## src/rtl/md_issue_pkg.sv

```systemverilog
// -----------------------------------------------------------------------------
// md_issue_pkg
// Shared definitions for the multiply/divide issue path: MDOp encodings used by
// the decoder, the issue block and the MDU, plus the default MDU latencies and
// small opcode classification helpers.
// -----------------------------------------------------------------------------
package md_issue_pkg;

    localparam int MDOP_W = 4;
    localparam int CNT_W  = 4;

    localparam int unsigned MUL_CYCLES_DEF = 5;
    localparam int unsigned DIV_CYCLES_DEF = 10;

    typedef enum logic [MDOP_W-1:0] {
        MD_MFHI  = 4'd0,
        MD_MFLO  = 4'd1,
        MD_MTHI  = 4'd2,
        MD_MTLO  = 4'd3,
        MD_MULT  = 4'd4,
        MD_MULTU = 4'd5,
        MD_DIV   = 4'd6,
        MD_DIVU  = 4'd7,
        MD_NONE  = 4'd15
    } md_op_e;

    // Any real MD instruction (0..7); 8..15 all mean "no MD op".
    function automatic logic is_md_op(input logic [MDOP_W-1:0] op);
        return op[3] == 1'b0;
    endfunction

    // Opcodes that start the MDU: mult, multu, div, divu.
    function automatic logic is_start_op(input logic [MDOP_W-1:0] op);
        return op[3:2] == 2'b01;
    endfunction

    // div/divu take the long latency; mult/multu the short one.
    function automatic logic is_div_op(input logic [MDOP_W-1:0] op);
        return op[3:1] == 3'b011;
    endfunction

endpackage

```

## src/rtl/md_latency_counter.sv

```systemverilog
// -----------------------------------------------------------------------------
// md_latency_counter
// Mirror of the MDU busy time. Loads load_val on load_en, otherwise counts
// down to zero and holds there. busy is high while the count is nonzero.
//   clk      : clock, rising edge
//   reset    : asynchronous, active-low
//   load_en  : load the counter this edge
//   load_val : latency to load
//   cnt      : current count
//   busy     : cnt != 0
// -----------------------------------------------------------------------------
module md_latency_counter
    import md_issue_pkg::*;
(
    input  logic             clk,
    input  logic             reset,
    input  logic             load_en,
    input  logic [CNT_W-1:0] load_val,
    output logic [CNT_W-1:0] cnt,
    output logic             busy
);

    logic [CNT_W-1:0] cnt_d;
    logic [CNT_W-1:0] cnt_q;

    always_comb begin
        // NOTE: default assignment first so every path assigns cnt_d and no latch is inferred.
        cnt_d = cnt_q;
        if (load_en) begin
            cnt_d = load_val;
        end else if (cnt_q != '0) begin
            cnt_d = cnt_q - CNT_W'(1);
        end
    end

    // NOTE: non-blocking assignment in clocked blocks so all flops update from pre-edge values.
    always_ff @(posedge clk or negedge reset) begin
        if (!reset) begin
            cnt_q <= '0;
        end else begin
            cnt_q <= cnt_d;
        end
    end

    assign cnt  = cnt_q;
    assign busy = (cnt_q != '0);

endmodule

```

## src/rtl/md_issue.sv

```systemverilog
// -----------------------------------------------------------------------------
// md_issue
// Issue/interlock logic for the multiply/divide slot between D and E. Holds
// the D->E register for MD ops, pulses e_start to the MDU, mirrors the MDU
// busy time and stalls any MD instruction in D while a result is pending.
//   clk      : clock, rising edge
//   reset    : asynchronous, active-low
//   d_valid  : D-stage instruction valid
//   d_mdop   : D-stage MD opcode (md_op_e; 8..15 = none)
//   flush    : kill the instruction entering E this cycle
//   mdu_busy : busy flag from the MDU
//   stall    : freeze PC and F/D, bubble into E
//   e_valid  : E-stage MD slot live
//   e_mdop   : E-stage opcode to the MDU
//   e_start  : MDU start pulse
//   sync_err : sticky, mirror disagreed with mdu_busy
// -----------------------------------------------------------------------------
module md_issue
    import md_issue_pkg::*;
#(
    parameter int unsigned MUL_CYCLES = MUL_CYCLES_DEF,
    parameter int unsigned DIV_CYCLES = DIV_CYCLES_DEF
) (
    input  logic              clk,
    input  logic              reset,
    input  logic              d_valid,
    input  logic [MDOP_W-1:0] d_mdop,
    input  logic              flush,
    input  logic              mdu_busy,
    output logic              stall,
    output logic              e_valid,
    output logic [MDOP_W-1:0] e_mdop,
    output logic              e_start,
    output logic              sync_err
);

    localparam logic [CNT_W-1:0] MUL_LOAD = CNT_W'(MUL_CYCLES);
    localparam logic [CNT_W-1:0] DIV_LOAD = CNT_W'(DIV_CYCLES);

    logic              e_valid_d, e_valid_q;
    logic [MDOP_W-1:0] e_mdop_d,  e_mdop_q;
    logic              armed_d,   armed_q;
    logic              sync_err_d, sync_err_q;

    logic              busy_int;
    logic [CNT_W-1:0]  cnt;
    logic [CNT_W-1:0]  cnt_load_val;

    // E can only hold a start op for one cycle: a start op in D always stalls
    // behind the one in E (e_start term), so E takes a bubble next edge.
    assign e_start      = e_valid_q && is_start_op(e_mdop_q);
    assign cnt_load_val = is_div_op(e_mdop_q) ? DIV_LOAD : MUL_LOAD;
    assign stall        = d_valid && is_md_op(d_mdop) && (busy_int || e_start || mdu_busy);

    md_latency_counter u_cnt (
        .clk      (clk),
        .reset    (reset),
        .load_en  (e_start),
        .load_val (cnt_load_val),
        .cnt      (cnt),
        .busy     (busy_int)
    );

    always_comb begin
        e_valid_d = d_valid;
        e_mdop_d  = d_mdop;
        // flush and stall both produce the same bubble, so flush trivially wins.
        if (flush || stall) begin
            e_valid_d = 1'b0;
            e_mdop_d  = MD_NONE;
        end
        // The comparison is armed one edge after the first start, giving the
        // MDU its start edge before mdu_busy is expected to track the mirror.
        armed_d    = armed_q | e_start;
        sync_err_d = sync_err_q | (armed_q & (mdu_busy != busy_int));
    end

    always_ff @(posedge clk or negedge reset) begin
        if (!reset) begin
            e_valid_q  <= 1'b0;
            e_mdop_q   <= MD_NONE;
            armed_q    <= 1'b0;
            sync_err_q <= 1'b0;
        end else begin
            e_valid_q  <= e_valid_d;
            e_mdop_q   <= e_mdop_d;
            armed_q    <= armed_d;
            sync_err_q <= sync_err_d;
        end
    end

    assign e_valid  = e_valid_q;
    assign e_mdop   = e_mdop_q;
    assign sync_err = sync_err_q;

endmodule
```

## config.mk

```make
export PLATFORM = sky130hd
export DESIGN_NAME = md_issue
export DESIGN_NICKNAME = d
export VERILOG_FILES = /design/src/rtl/md_issue_pkg.sv /design/src/rtl/md_latency_counter.sv /design/src/rtl/md_issue.sv
export SDC_FILE = /design/constraint.sdc
export NUM_CORES = 1
export LEC_CHECK = 0
export CAP_MARGIN = 15
export CORE_AREA = 2 2 39 41
export DETAILED_ROUTE_END_ITERATION = 10
export DIE_AREA = 0 0 41 43
export GPL_TIMING_DRIVEN = 0
export PLACE_DENSITY = 0.75
export SYNTH_ARGS = -nofsm -noshare
export SYNTH_HDL_FRONTEND = slang
export SYNTH_HIERARCHICAL = 1
export SYNTH_SLANG_ARGS = --single-unit
```

## constraint.sdc

```tcl
create_clock -name clk -period 5.17 [get_ports clk]
set_input_delay 1.2925 -clock clk [delete_from_list [all_inputs] [get_ports clk]]
set_output_delay 1.2925 -clock clk [all_outputs]
set_load 0.005 [all_outputs]
```

==> flow_summary.ini <==
[global_routing]
antenna_found_initial = 0
grt_pass1_wl_um = 1607
overflow = 0
grt_use_total = 0.1465
grt_pass1_vias = 385
grt_max_degree = 12

[floorplanning]
dieHeight_um = 43
num_rows = 14
core_area_um2 = 1384
io_pins = 17
die_area_um2 = 1763
die_x_um = 41
initial_utilization = 0.4132

[critical_path]
endpoint_kind = output port
required_ns = 3.88
cp-start-kind = primary input
crit_top_cell = clkdlybuf4s50_1
rrSetupSlack_ns = 3.45
crit_arrival_ns = 2.65
crit_type = in2out
crit_path_max_incr_delay_ns = 0.50
crit_fanout = 4
cp_slowest_cell = clkdlybuf4s50_1
path_cells = clkdlybuf4s50_1, o311ai_4, inv_1, clkdlybuf4s50_1

[clock_network]
cts_resized = 0
post_cts_buffers = 0
cts_inserted_buffers = 3
cts_buffer_depth = 2
htreeDepth = 1
cts_root_buffer = clkbuf_4
insertion_delay_ns = 0.27
cts_tree = built
cts_hold_buf = 0
clkSlewWorstSetupHoldPaths_ns = 0.06
cts.sinks = 11

[timing]
timing_hold_violations_final = 0
slew_headroom = 0.6842
setup_viol_count_final = 0
finalCritPeriodShare = 0.7628
final.setup.tns_ns = 0
fin_worst_skew_ns = 0.008591
min_period_ns = 3.944
maxClockFrequency_mhz = 253.6
rsz0062_at_grt = no
slew_viol_final = 0
max_slew.worst_pin.slew_ns = 0.4722

[power]
peakVddDrop_mv = 0.1927
powerDensity_nw_per_um2 = 378.5
p_leak_nw = 0.3465
power_uw = 294.5

[worst_hold_path]
hold_path_class = reg2reg

[routing]
first_iter_violations = 9
first_pass_iters = 4
wirelength_um = 1039
avgRoutedWirePerCell_um = 11.54
drc_errors = 0
detail-route-antenna-nets = 0
via_per_inst = 4.867
via_count = 438

[synth]
synth_seq_cells = 11
ys_seq_area_frac = 0.4902
synth.cell_area_um2 = 571.8
synth.lib_cells_used.distinct = 29
synth_fp_nets = 65
avgSynthCellArea_um2 = 10.59
yosys_most_used_dff = dfrtp_1
async_reset_ff_frac = 1.000
syn_inst = 54
synth_edf_count = 0
ys_warn_count = 6

[layout]
regArea_um2 = 280.3
multi_input_area_um2 = 249.0
layout.cells.most_common = clkdlybuf4s50_1
synthToLayoutAreaGrowth_pct = 36.11
layout.nets = 86
fill_cells = 137
drive_gt1_frac = 0.1622
mostFrequentLayoutCells = clkdlybuf4s50_1, dfrtp_1, inv_1
instances_no_fill = 90
antenna_cells = 0

[placement]
dp_cells = 86
gp_congestion = 0.7689
io_buffers = 16
dp_hpwl_um = 809.1

[job]
maxCapViolCount = 0

[status]
outcome = completed
-- synthesized netlist by cell type, types with 2 or more instances --
library cell  instances  area, um2
dfrtp_1               7      175.2
dfstp_2               4      105.1
ha_1                  2      25.02
inv_1                 6      22.52
nand2_1               5      18.77
nor2_1                3      11.26
nor2b_1               2      12.51
nor3_1                2      10.01
o21ai_0               2      10.01
o31ai_1               2      15.01
-- worst paths after layout --
path / from / endpoint / depth (start not counted)
setup / recovery: mdu_busy / stall / 4
hold / removal: armed_q / armed_q / 1
setup reg to reg: u_cnt/cnt[0] / e_mdop[0] / 6
hold reg to reg: armed_q / armed_q / 1
max in group asynchronous: reset / e_mdop[0] / 1
min in group asynchronous: reset / e_valid / 1
-- registers in the layout, indices dropped and copies added, names as in the netlist --
| register | cells |
|---|---|
| e_mdop | 4 |
| u_cnt/cnt | 4 |
| armed_q | 1 |
| e_valid | 1 |
| sync_err | 1 |
-- kinds of logic (layout without fill, tap and decap cells) --
group	after synthesis	in the layout	synth area share
buffers and inverters	9	29	0.07438
AND/OR/NAND/NOR	20	20	0.1948
XOR/XNOR	2	2	0.03064
adder cells (fa/ha/maj)	2	2	0.04376
flip-flops	11	11	0.4902
AO/OA/AOI/OAI	8	8	0.1291
multiplexers	2	2	0.03720
-- metal layers --
metal  wire, um  up-vias  track usage
met3         96        4      0.08377
met1        401      199       0.1477
met4         23        0       0.1000
li1           -      220            -
met2        518       15       0.2156
met5          0        -            0
-- through the flow --
stage | instance area [um2] | util | worst slack [ns] | hold slack (ns)
floorplan | 571.8 | - | 2.230 | 0.4343
global placement | 752.0 | 0.5434 | 1.209 | 0.4494
detailed placement | 752.0 | 0.5434 | 1.210 | 0.4535
CTS | 778.2 | 0.5624 | 1.211 | 0.4697
global route | 778.2 | 0.5624 | 1.147 | 0.4965
finish | 778.2 | 0.5624 | 1.226 | 0.4613
-- report_power, final --
group / internal, mW / switching, mW
Clock: 0.0299 / 0.0275
Sequential: 0.110 / 0.0152
Combinational: 0.0632 / 0.0492
-- worst max-delay path, delay by kind of cell --
kind | cells | cell delay, ns
AOI/OAI and AO/OA | 1 | 0.35
buffers and inverters | 3 | 1.01
-- final cells by class --
cell class	instances	share of cell area
buffer	3	0.02572
inverter	6	0.02894
multi-input combinational	34	0.3199
tap	16	0.02572
clock buffer	4	0.03376
sequential	11	0.3601
timing repair buffer	16	0.2058
(Power assumes the default switching activity.)
